### src/rtl/mp64_clkgate_ctrl.sv
// mp64_clkgate_ctrl: multi-channel clock-gating controller.
// Each channel runs an auto-idle / wake-handshake FSM whose enable drives a
// latch-based glitch-free gate cell. Software force-on beats force-off, and
// force-off beats all automatic behaviour.
`timescale 1ns/1ps

module mp64_clkgate (
  input  logic i_clk,
  input  logic i_en,
  input  logic i_test_en,
  output logic o_clk
);

  logic r_en_lat;

  // Enable latch is transparent only while the clock is low, so a change in
  // enable can never shorten a high phase already in progress.
  always_latch begin
    if (!i_clk) r_en_lat <= i_en | i_test_en;
  end

  assign o_clk = i_clk & r_en_lat;

endmodule

module mp64_clkgate_ctrl #(
  parameter int NCH      = 4,
  parameter int IDLE_W   = 8,
  parameter int WAKE_CYC = 2
) (
  input  logic              clk,
  input  logic              rst,
  input  logic              test_en,
  input  logic [IDLE_W-1:0] cfg_idle_thresh,
  input  logic [NCH-1:0]    ch_busy,
  input  logic [NCH-1:0]    ch_wake_req,
  output logic [NCH-1:0]    ch_wake_ack,
  input  logic [NCH-1:0]    sw_force_on,
  input  logic [NCH-1:0]    sw_force_off,
  output logic [NCH-1:0]    clk_out,
  output logic [NCH-1:0]    ch_enable,
  output logic [NCH-1:0]    ch_gated,
  output logic              all_gated
);

  localparam int                 WCNT_W  = (WAKE_CYC > 1) ? $clog2(WAKE_CYC) : 1;
  localparam logic [WCNT_W-1:0]  WLAST   = WCNT_W'(WAKE_CYC - 1);
  localparam logic [IDLE_W-1:0]  CNT_MAX = '1;

  typedef enum logic [1:0] {
    S_RUN   = 2'd0,
    S_IDLE  = 2'd1,
    S_GATED = 2'd2,
    S_WAKE  = 2'd3
  } state_t;

  logic [NCH-1:0] w_foff;
  logic [NCH-1:0] w_act;
  logic           w_thr_zero;

  // Force-on masks force-off; force-on alone counts as activity.
  assign w_foff     = sw_force_off & ~sw_force_on;
  assign w_act      = ch_busy | ch_wake_req | sw_force_on;
  assign w_thr_zero = (cfg_idle_thresh == '0);

  for (genvar g = 0; g < NCH; g++) begin : g_ch
    state_t            r_state, w_state_nxt;
    logic [IDLE_W-1:0] r_cnt, w_cnt_nxt;
    logic [WCNT_W-1:0] r_wcnt, w_wcnt_nxt;

    // State and counter registers; reset returns the channel to RUN.
    always_ff @(posedge clk) begin
      if (rst) begin
        r_state <= S_RUN;
        r_cnt   <= '0;
        r_wcnt  <= '0;
      end else begin
        r_state <= w_state_nxt;
        r_cnt   <= w_cnt_nxt;
        r_wcnt  <= w_wcnt_nxt;
      end
    end

    // Next-state logic. A zero threshold blocks new IDLE entries and also
    // keeps an in-progress IDLE from gating, while the count keeps running.
    always_comb begin
      w_state_nxt = r_state;
      w_cnt_nxt   = r_cnt;
      w_wcnt_nxt  = r_wcnt;
      case (r_state)
        S_RUN: begin
          if (w_foff[g]) begin
            w_state_nxt = S_GATED;
          end else if (!w_act[g] && !w_thr_zero) begin
            w_state_nxt = S_IDLE;
            w_cnt_nxt   = IDLE_W'(1);
          end
        end
        S_IDLE: begin
          if (w_foff[g]) begin
            w_state_nxt = S_GATED;
          end else if (w_act[g]) begin
            w_state_nxt = S_RUN;
            w_cnt_nxt   = '0;
          end else if (!w_thr_zero && (r_cnt >= cfg_idle_thresh)) begin
            w_state_nxt = S_GATED;
          end else if (r_cnt != CNT_MAX) begin
            w_cnt_nxt   = r_cnt + IDLE_W'(1);
          end
        end
        S_GATED: begin
          if (!w_foff[g] && w_act[g]) begin
            w_state_nxt = S_WAKE;
            w_wcnt_nxt  = '0;
            w_cnt_nxt   = '0;
          end
        end
        S_WAKE: begin
          if (w_foff[g]) begin
            w_state_nxt = S_GATED;
          end else if (r_wcnt == WLAST) begin
            w_state_nxt = S_RUN;
          end else begin
            w_wcnt_nxt  = r_wcnt + WCNT_W'(1);
          end
        end
        default: begin
          w_state_nxt = S_RUN;
        end
      endcase
    end

    assign ch_enable[g]   = (r_state != S_GATED);
    assign ch_gated[g]    = (r_state == S_GATED);
    assign ch_wake_ack[g] = (r_state == S_RUN) & ch_wake_req[g];

    mp64_clkgate u_gate (
      .i_clk     (clk),
      .i_en      (ch_enable[g]),
      .i_test_en (test_en),
      .o_clk     (clk_out[g])
    );
  end

  assign all_gated = &ch_gated;

endmodule

### config.mk
export PLATFORM = sky130hd
export DESIGN_NAME = mp64_clkgate_ctrl
export DESIGN_NICKNAME = d
export VERILOG_FILES = /design/src/rtl/mp64_clkgate_ctrl.sv
export SDC_FILE = /design/constraint.sdc
export NUM_CORES = 1
export LEC_CHECK = 0
export CAP_MARGIN = 15
export CORE_ASPECT_RATIO = 0.8
export CORE_MARGIN = 8
export CORE_UTILIZATION = 40
export CTS_CLUSTER_DIAMETER = 100
export DETAILED_ROUTE_END_ITERATION = 7
export GPL_TIMING_DRIVEN = 0
export PLACE_DENSITY = 0.65
export SETUP_SLACK_MARGIN = 0.3
export SLEW_MARGIN = 20
export SYNTH_ARGS = -nofsm -noshare
export SYNTH_HDL_FRONTEND = slang
export SYNTH_SLANG_ARGS = --single-unit
### constraint.sdc
create_clock -name clk -period 4.1 [get_ports clk]
set_input_delay 0.82 -clock clk [delete_from_list [all_inputs] [get_ports clk]]
set_output_delay 0.82 -clock clk [all_outputs]
set_load 0.1 [all_outputs]
==> results of run 1 <==
[sequential cells by signal, indices dropped and copies added (netlist names)]
| register | flops |
|---|---|
| g_ch.u_gate.r_en_lat | 4 |
| g_ch.r_wcnt | 4 |
| g_ch.r_state | 8 |
| g_ch.r_cnt | 32 |
[routing by layer]
metal / GRT usage (%) / wire length [µm] / vias to the layer above
met5: 0 / 0 / -
met4: 7.78 / 257 / 0
met3: 4.56 / 835 / 31
met2: 26.5 / 5110 / 165
met1: 23.1 / 5640 / 1959
li1: - / - / 2060
[cell usage in the layout (no fill, tap or decap), drive strengths merged, types with 6 or more instances in the layout]
cell type,Yosys,layout
and3,14,14
nand4,8,8
nand2,29,29
nor2,38,38
a211oi,12,12
buf,10,14
clkdlybuf4s50,0,38
nand2b,14,14
or3,7,7
nor3,19,19
and2,10,10
nand3,29,29
o22ai,9,9
or4,6,6
o31ai,20,20
nor2b,6,6
dfxtp,44,44
inv,38,38
clkbuf,8,18
ha,56,56
a31oi,6,6
o21ai,41,41
a21oi,29,29
[per-stage QoR]
stage,hold slack (ps),power [W],std cells
6_report,488,0.00224,718
5_1_grt,529,0.00233,718
4_1_cts,487,0.00225,718
3_5_place_dp,477,0.00143,705
3_3_place_gp,468,0.00142,705
2_1_floorplan,452,0.00123,522
[logic make-up after synthesis]
kind of cell | Yosys count
and+or+nand+nor | 199
AOI/OAI and AO/OA | 159
buffers and inverters | 56
adders and majority gates | 56
DFF | 44
muxes | 4
latches | 4
[power by group through the flow]
stage | logic (W) | clock network, W | registers, W
2_1_floorplan | 0.000341 | 0.000395 | 0.000498
3_3_place_gp | 0.000452 | 0.000464 | 0.000502
3_5_place_dp | 0.000464 | 0.000464 | 0.000503
4_1_cts | 0.000467 | 0.00129 | 0.000493
5_1_grt | 0.000517 | 0.00132 | 0.000496
6_report | 0.000472 | 0.00127 | 0.000494
[area by class of cell]
cell class | count | area [µm²] | share of cell area [%]
timing repair buffer | 39 | 393 | 7.78
tap | 140 | 175 | 3.47
inverter | 38 | 143 | 2.82
multi-input combinational | 418 | 2960 | 58.6
sequential | 48 | 943 | 18.7
clock inverter | 3 | 13.8 | 0.273
clock buffer | 14 | 309 | 6.12
buffer | 18 | 114 | 2.25
[worst min-delay path by stage]
stage | startpoint | endpoint | slack (ps)
5_1_grt | g_ch[2].r_cnt[1] | g_ch[2].r_cnt[1] | 530
3_3_place_gp | g_ch[3].r_wcnt | g_ch[3].r_wcnt | 470
2_1_floorplan | g_ch[3].r_wcnt | g_ch[3].r_wcnt | 450
4_1_cts | g_ch[3].r_wcnt | g_ch[3].r_wcnt | 490
3_5_place_dp | g_ch[3].r_wcnt | g_ch[3].r_wcnt | 480
6_report | g_ch[3].r_wcnt | g_ch[3].r_wcnt | 490
[worst max-delay path, cell delays in order, from the launching register on]
cell and delay [ps]:
sky130_fd_sc_hd__dlxtn_2 400, sky130_fd_sc_hd__and2_4 130, sky130_fd_sc_hd__buf_6 90, sky130_fd_sc_hd__buf_12 160
[timing repair]
item	in CTS	in global routing
endpoints found under the setup margin	8	9
pin swaps	3	0
gates resized for setup	44	3
cloned	0	0
==> report_table.html, run 1 <==
<table>
<tr><th>Metric</th><th>Value</th></tr>
<tr><th colspan="2">CTS</th></tr>
<tr><td>Total of hold buffers inserted after clock tree synthesis</td><td>0</td></tr>
<tr><td>Post-CTS setup buffer count</td><td>0</td></tr>
<tr><td>Clock insertion delay at the later pin of the skew report</td><td>400 ps</td></tr>
<tr><td>Clock tree from TritonCTS</td><td>yes</td></tr>
<tr><td>Clock transition at the registers of the reported paths</td><td>70 ps</td></tr>
<tr><th colspan="2">Run status</th></tr>
<tr><td>Result of the run</td><td>finished, final reports clean</td></tr>
<tr><th colspan="2">Pwr</th></tr>
<tr><td>Proportion of power drawn by the clock network</td><td>56.8%</td></tr>
<tr><td>Relative contribution of combinational cells to total power</td><td>21.1%</td></tr>
<tr><td>Switching fraction of total power</td><td>40.8%</td></tr>
<tr><td>Peak supply drop</td><td>0.000205 V</td></tr>
<tr><td>Internal Dissipation</td><td>0.00132 W</td></tr>
<tr><td>Leakage Power</td><td>1.96 nW</td></tr>
<tr><td>Sequential power share</td><td>22.1%</td></tr>
<tr><td>Power per Cell Area</td><td>443 nW/µm²</td></tr>
<tr><td>Psw</td><td>0.000913 W</td></tr>
<tr><th colspan="2">Drt</th></tr>
<tr><td>Number of design rule violations left after detail routing</td><td>0</td></tr>
<tr><td>Vias</td><td>4215</td></tr>
<tr><td>Length of the first detailed-routing pass in iterations</td><td>5</td></tr>
<tr><td>Detailed-route wire length</td><td>11800 µm</td></tr>
<tr><td>Average routed wire per standard cell</td><td>16.5 µm</td></tr>
<tr><td>Via-per-instance ratio</td><td>5.87</td></tr>
<tr><td>DRC marker count from the first detailed-route iteration</td><td>354</td></tr>
<tr><td>Post-route antenna net violation count</td><td>0</td></tr>
<tr><th colspan="2">Placement</th></tr>
<tr><td>DPL Wire Length</td><td>9050 µm</td></tr>
<tr><td>Standard cell area after detailed placement</td><td>4740 µm²</td></tr>
<tr><td>GP Congestion</td><td>0.845</td></tr>
<tr><td>Buffers added on ports</td><td>43</td></tr>
<tr><td>Setup WS pre-CTS</td><td>-453 ps</td></tr>
<tr><th colspan="2">Setup path</th></tr>
<tr><td>CP endpoint</td><td>clk_out[1]</td></tr>
<tr><td>Worst setup path class</td><td>latch to primary output</td></tr>
<tr><td>Register-to-register setup slack</td><td>1170 ps</td></tr>
<tr><td>Crit Reg-Reg Endpoint</td><td>g_ch[0].u_gate.r_en_lat</td></tr>
<tr><td>WP data required</td><td>3280 ps</td></tr>
<tr><td>Launching element type of the critical path</td><td>latch</td></tr>
<tr><td>Arrival time reported for the critical path endpoint</td><td>3270 ps</td></tr>
<tr><td>Sort of element at the end of the critical path</td><td>primary output</td></tr>
<tr><td>Launching instance or port of the critical path</td><td>g_ch[1].u_gate.r_en_lat</td></tr>
<tr><td>RR Startpoint</td><td>g_ch[0].r_state[0]</td></tr>
<tr><td>Worst reg2reg path depth</td><td>3</td></tr>
<tr><td>Highest net fanout along the worst path</td><td>1</td></tr>
<tr><th colspan="2">Synthesis</th></tr>
<tr><td>Syn Nets</td><td>605</td></tr>
<tr><td>Synthesized area per cell</td><td>7.89 µm²</td></tr>
<tr><td>Mapped Area</td><td>4120 µm²</td></tr>
<tr><td>Unique masters post-synth</td><td>64</td></tr>
<tr><td>Mux share of post-synthesis cell area</td><td>1.00%</td></tr>
<tr><td>Post-Synth Adder-Cell Area</td><td>17.0%</td></tr>
<tr><td>Fraction of the mapped netlist area in compound gates</td><td>27.1%</td></tr>
<tr><td>Number of enable-type register cells in the synthesized netlist</td><td>0</td></tr>
<tr><td>Async set-or-reset flop fraction in the synthesized netlist</td><td>0%</td></tr>
<tr><td>Number of flip-flops and latches in the synthesized netlist</td><td>48</td></tr>
<tr><td>Count leader, synth</td><td>sky130_fd_sc_hd__ha_1</td></tr>
<tr><td>Post-Synth Simple-Gate Area</td><td>26.1%</td></tr>
<tr><td>Ranking of synthesized cells by instance count</td><td>56 x sky130_fd_sc_hd__ha_1, 44 x sky130_fd_sc_hd__dfxtp_1, 38 x sky130_fd_sc_hd__inv_1, 37 x sky130_fd_sc_hd__nor2_1, 37 x sky130_fd_sc_hd__o21ai_0</td></tr>
<tr><td>Xor and xnor area share after synthesis</td><td>0%</td></tr>
<tr><td>Synthesized netlist cell count</td><td>522</td></tr>
<tr><td>Cell types occupying the most area after synthesis</td><td>sky130_fd_sc_hd__dfxtp_1 21%, sky130_fd_sc_hd__ha_1 17%, sky130_fd_sc_hd__o21ai_0 4.5%, sky130_fd_sc_hd__o31ai_1 3.6%, sky130_fd_sc_hd__a21oi_1 3.5%</td></tr>
<tr><td>Ys Warns</td><td>0</td></tr>
<tr><td>Predominant post-synthesis flop cell</td><td>sky130_fd_sc_hd__dfxtp_1</td></tr>
<tr><td>Main combinational cell family by area after synthesis</td><td>compound AO/OA/AOI/OAI gates</td></tr>
<tr><td>Cell type with the highest aggregate area in the netlist</td><td>sky130_fd_sc_hd__dfxtp_1</td></tr>
<tr><td>Area share of the largest cell type after synthesis</td><td>21.4%</td></tr>
<tr><th colspan="2">Global routing</th></tr>
<tr><td>Global-route wire length before repair</td><td>19500 µm</td></tr>
<tr><td>Antenna violations before repair</td><td>0</td></tr>
<tr><td>All-layer global routing usage</td><td>17.6%</td></tr>
<tr><td>Via count of the first global-routing pass</td><td>4098</td></tr>
<tr><td>Largest net degree at the start of global routing</td><td>15</td></tr>
<tr><td>GRT Residual Overflow</td><td>0</td></tr>
<tr><th colspan="2">Final layout</th></tr>
<tr><td>ANT cells</td><td>0</td></tr>
<tr><td>Number of filler cells placed in the layout</td><td>995</td></tr>
<tr><td>Finished Core Util</td><td>49.9%</td></tr>
<tr><td>Final net count</td><td>659</td></tr>
<tr><td>Synthesis-to-finish area growth</td><td>22.7%</td></tr>
<tr><td>Summed area of non-filler cells in the final layout</td><td>5050 µm²</td></tr>
<tr><td>Layout cell share with drive strength beyond 1</td><td>9.34%</td></tr>
<tr><th colspan="2">Hold path</th></tr>
<tr><td>Worst hold path type</td><td>flip-flop to flip-flop</td></tr>
<tr><td>Hold depth</td><td>2</td></tr>
<tr><th colspan="2">Timing</th></tr>
<tr><td>Rel. slew slack</td><td>34.6%</td></tr>
<tr><td>Final sum of negative setup slack</td><td>0 ps</td></tr>
<tr><td>Count of endpoints failing hold in the final timing report</td><td>0</td></tr>
<tr><td>PnR worst setup slack</td><td>9.85 ps</td></tr>
<tr><td>Measured slew at the worst slew-check pin</td><td>978 ps</td></tr>
<tr><td>Max-slew violations</td><td>0</td></tr>
<tr><td>Setup repair after global routing missed its margin</td><td>true</td></tr>
<tr><td>Post-Route Skew</td><td>3.41 ps</td></tr>
<tr><td>Setup-violating endpoint count in the final report</td><td>0</td></tr>
<tr><th colspan="2">Die</th></tr>
<tr><td>Number of rows created at floorplan</td><td>33</td></tr>
<tr><td>Die ar.</td><td>13800 µm²</td></tr>
<tr><td>Ports placed on the boundary</td><td>44</td></tr>
<tr><td>Effective utilization at floorplan</td><td>40.7%</td></tr>
<tr><td>Chip width</td><td>129 µm</td></tr>
<tr><td>CORE AREA</td><td>10100 µm²</td></tr>
<tr><td>Die Span Y</td><td>107 µm</td></tr>
<tr><th colspan="2">Flow run</th></tr>
<tr><td>Max_cap viols</td><td>0</td></tr>
</table>
No activity file was read; power rests on OpenSTA's default activity.
==> run 2, diff against run 1 <==
- CORE_UTILIZATION: 40 -> 62
- PLACE_DENSITY: 0.65 -> 0.91
- SLEW_MARGIN: 20 -> 0
==> run 2 against run 1 <==
Net effect:
- sequential cell count did not move
- setup slack improved by 6.0 ps
- first-iteration DRC count rose by 24%
- clock power fell by 13%
- via count rose by 6.7%
- wire length rose by 2.9%
- design area fell by 3.1%
- critical path depth did not move
- clock skew rose by 6.3 ps
- register-to-register slack got worse by 50 ps
- die area fell by 31%
- largest cell class unchanged
- cell count fell by 7.8%
==> report_table.html, run 2 (synthesis results as in run 1) <==
<table>
<tr><th>Metric</th><th>Value</th></tr>
<tr><th colspan="2">Die</th></tr>
<tr><td>Die ar.</td><td>9520 µm²</td></tr>
<tr><td>Number of rows created at floorplan</td><td>26</td></tr>
<tr><td>Chip width</td><td>107 µm</td></tr>
<tr><td>Ports placed on the boundary</td><td>44</td></tr>
<tr><td>CORE AREA</td><td>6410 µm²</td></tr>
<tr><td>Die Span Y</td><td>88.9 µm</td></tr>
<tr><td>Effective utilization at floorplan</td><td>64.2%</td></tr>
<tr><th colspan="2">Placement</th></tr>
<tr><td>Setup WS pre-CTS</td><td>-461 ps</td></tr>
<tr><td>Standard cell area after detailed placement</td><td>4670 µm²</td></tr>
<tr><td>GP Congestion</td><td>0.969</td></tr>
<tr><td>Buffers added on ports</td><td>43</td></tr>
<tr><td>Instance count after placement with tap cells included</td><td>649</td></tr>
<tr><td>DPL Wire Length</td><td>8860 µm</td></tr>
<tr><th colspan="2">Pwr</th></tr>
<tr><td>Total power of the final layout</td><td>0.00207 W</td></tr>
<tr><td>Power per Cell Area</td><td>424 nW/µm²</td></tr>
<tr><td>Peak supply drop</td><td>0.000463 V</td></tr>
<tr><td>Leakage Power</td><td>1.92 nW</td></tr>
<tr><th colspan="2">Final layout</th></tr>
<tr><td>Register with the highest flop count</td><td>g_ch.r_cnt</td></tr>
<tr><td>Regs by FF count</td><td>g_ch.r_cnt: 32 flops, g_ch.r_state: 8 flops</td></tr>
<tr><td>Max reg flops</td><td>32</td></tr>
<tr><td>ANT cells</td><td>0</td></tr>
<tr><td>Number of filler cells placed in the layout</td><td>421</td></tr>
<tr><td>Commonest non-fill, non-tap cell in the layout</td><td>sky130_fd_sc_hd__ha_1</td></tr>
<tr><td>Layout cell share with drive strength beyond 1</td><td>9.17%</td></tr>
<tr><td>Summed area of non-filler cells in the final layout</td><td>4890 µm²</td></tr>
<tr><td>Synthesis-to-finish area growth</td><td>18.9%</td></tr>
<tr><td>Most used cells in the layout excluding fill and tap cells</td><td>56 x sky130_fd_sc_hd__ha_1, 44 x sky130_fd_sc_hd__dfxtp_1, 38 x sky130_fd_sc_hd__inv_1, 38 x sky130_fd_sc_hd__clkdlybuf4s50_1</td></tr>
<tr><td>Area occupied by multi-input gates</td><td>2960 µm²</td></tr>
<tr><td>Area used by sequential logic in the layout</td><td>943 µm²</td></tr>
<tr><td>Final net count</td><td>659</td></tr>
<tr><td>Count of non-filler cells in the finished layout</td><td>662</td></tr>
<tr><th colspan="2">Hold path</th></tr>
<tr><td>Worst hold path type</td><td>flip-flop to flip-flop</td></tr>
<tr><th colspan="2">Global routing</th></tr>
<tr><td>Via count of the first global-routing pass</td><td>4246</td></tr>
<tr><td>Antenna violations before repair</td><td>0</td></tr>
<tr><td>All-layer global routing usage</td><td>25.3%</td></tr>
<tr><td>GRT Residual Overflow</td><td>0</td></tr>
<tr><td>Largest net degree at the start of global routing</td><td>15</td></tr>
<tr><td>Global-route wire length before repair</td><td>19600 µm</td></tr>
<tr><th colspan="2">Setup path</th></tr>
<tr><td>WP data required</td><td>3280 ps</td></tr>
<tr><td>Worst setup path class</td><td>latch to primary output</td></tr>
<tr><td>Launching element type of the critical path</td><td>latch</td></tr>
<tr><td>Arrival time reported for the critical path endpoint</td><td>3260 ps</td></tr>
<tr><td>Highest net fanout along the worst path</td><td>1</td></tr>
<tr><td>Sort of element at the end of the critical path</td><td>primary output</td></tr>
<tr><th colspan="2">Timing</th></tr>
<tr><td>PnR worst setup slack</td><td>15.8 ps</td></tr>
<tr><td>Worst Hold Margin</td><td>495 ps</td></tr>
<tr><td>Max-slew violations</td><td>0</td></tr>
<tr><td>Count of endpoints failing hold in the final timing report</td><td>0</td></tr>
<tr><td>Measured slew at the worst slew-check pin</td><td>983 ps</td></tr>
<tr><td>Setup repair after global routing missed its margin</td><td>true</td></tr>
<tr><td>Setup-violating endpoint count in the final report</td><td>0</td></tr>
<tr><td>Post-Route Skew</td><td>9.69 ps</td></tr>
<tr><td>Rel. slew slack</td><td>34.3%</td></tr>
<tr><th colspan="2">Drt</th></tr>
<tr><td>Length of the first detailed-routing pass in iterations</td><td>8</td></tr>
<tr><td>Detailed-route wire length</td><td>12200 µm</td></tr>
<tr><td>Vias</td><td>4499</td></tr>
<tr><td>Via-per-instance ratio</td><td>6.80</td></tr>
<tr><td>Number of design rule violations left after detail routing</td><td>0</td></tr>
<tr><td>Post-route antenna net violation count</td><td>0</td></tr>
<tr><td>Average routed wire per standard cell</td><td>18.4 µm</td></tr>
<tr><td>DRC marker count from the first detailed-route iteration</td><td>438</td></tr>
<tr><th colspan="2">Run status</th></tr>
<tr><td>Result of the run</td><td>finished, final reports clean</td></tr>
<tr><th colspan="2">CTS</th></tr>
<tr><td>Post-CTS setup buffer count</td><td>0</td></tr>
<tr><td>Total of hold buffers inserted after clock tree synthesis</td><td>0</td></tr>
<tr><td>Clock insertion delay at the later pin of the skew report</td><td>410 ps</td></tr>
<tr><td>Clock tree from TritonCTS</td><td>yes</td></tr>
<tr><td>Clock transition at the registers of the reported paths</td><td>90 ps</td></tr>
<tr><th colspan="2">Flow run</th></tr>
<tr><td>Max_cap viols</td><td>0</td></tr>
</table>
[run 2: changes by cell type in the layout (fill, tap and decap cells not counted)]
cell,previous run,this run
sky130_fd_sc_hd__clkbuf_8,0,11
sky130_fd_sc_hd__and2_4,4,3
sky130_fd_sc_hd__clkinv_1,1,0
sky130_fd_sc_hd__clkbuf_16,9,0
sky130_fd_sc_hd__and2_1,6,7
sky130_fd_sc_hd__clkbuf_1,9,10
sky130_fd_sc_hd__clkinv_2,2,0
[run 2: final cells by class]
| cell class | count | area share, % |
|---|---|---|
| buffer | 18 | 2.33 |
| clock buffer | 17 | 4.88 |
| inverter | 38 | 2.91 |
| multi-input combinational | 418 | 60.4 |
| sequential | 48 | 19.3 |
| tap | 84 | 2.15 |
| timing repair buffer | 39 | 8.03 |
[run 2: timing repair]
item,4_1_cts,5_1_grt
endpoints found under the setup margin,8,9
pin swaps,3,0
resized for setup,41,5
[run 2: worst max-delay path, stage by stage, from the launching register on]
cell                      delay [ps]
sky130_fd_sc_hd__dlxtn_1         400
sky130_fd_sc_hd__and2_1          130
sky130_fd_sc_hd__buf_6           100
sky130_fd_sc_hd__buf_12          160
[run 2: metrics by stage]
step / setup TNS (ps) / util [%]
2_1_floorplan: 0 / -
3_3_place_gp: -1750 / 72.8
3_5_place_dp: -1780 / 72.8
4_1_cts: 0 / 76.2
5_1_grt: -26.3 / 76.4
6_report: 0 / 76.4
[run 2: worst paths after layout]
check                               start                       to  slack (ps)  cells past startpoint
hold / removal             g_ch[3].r_wcnt           g_ch[3].r_wcnt         490                      2
hold reg to reg            g_ch[3].r_wcnt           g_ch[3].r_wcnt         490                      2
setup reg to reg       g_ch[0].r_state[0]  g_ch[0].u_gate.r_en_lat        1120                      3
setup / recovery  g_ch[2].u_gate.r_en_lat               clk_out[2]          20                      3
[run 2: metal layers]
metal / vias up / wire length, µm / GRT usage (%)
met5: - / 0 / 0
met4: 0 / 484 / 16.4
met3: 64 / 1430 / 7.79
met2: 302 / 5330 / 39.0
met1: 2064 / 4960 / 30.0
li1: 2069 / - / -
[run 2: where the power goes]
group | switching [W] | internal, W
combinational | 0.000307 | 0.000175
sequential | 0.0000211 | 0.000473
clock | 0.000581 | 0.000516
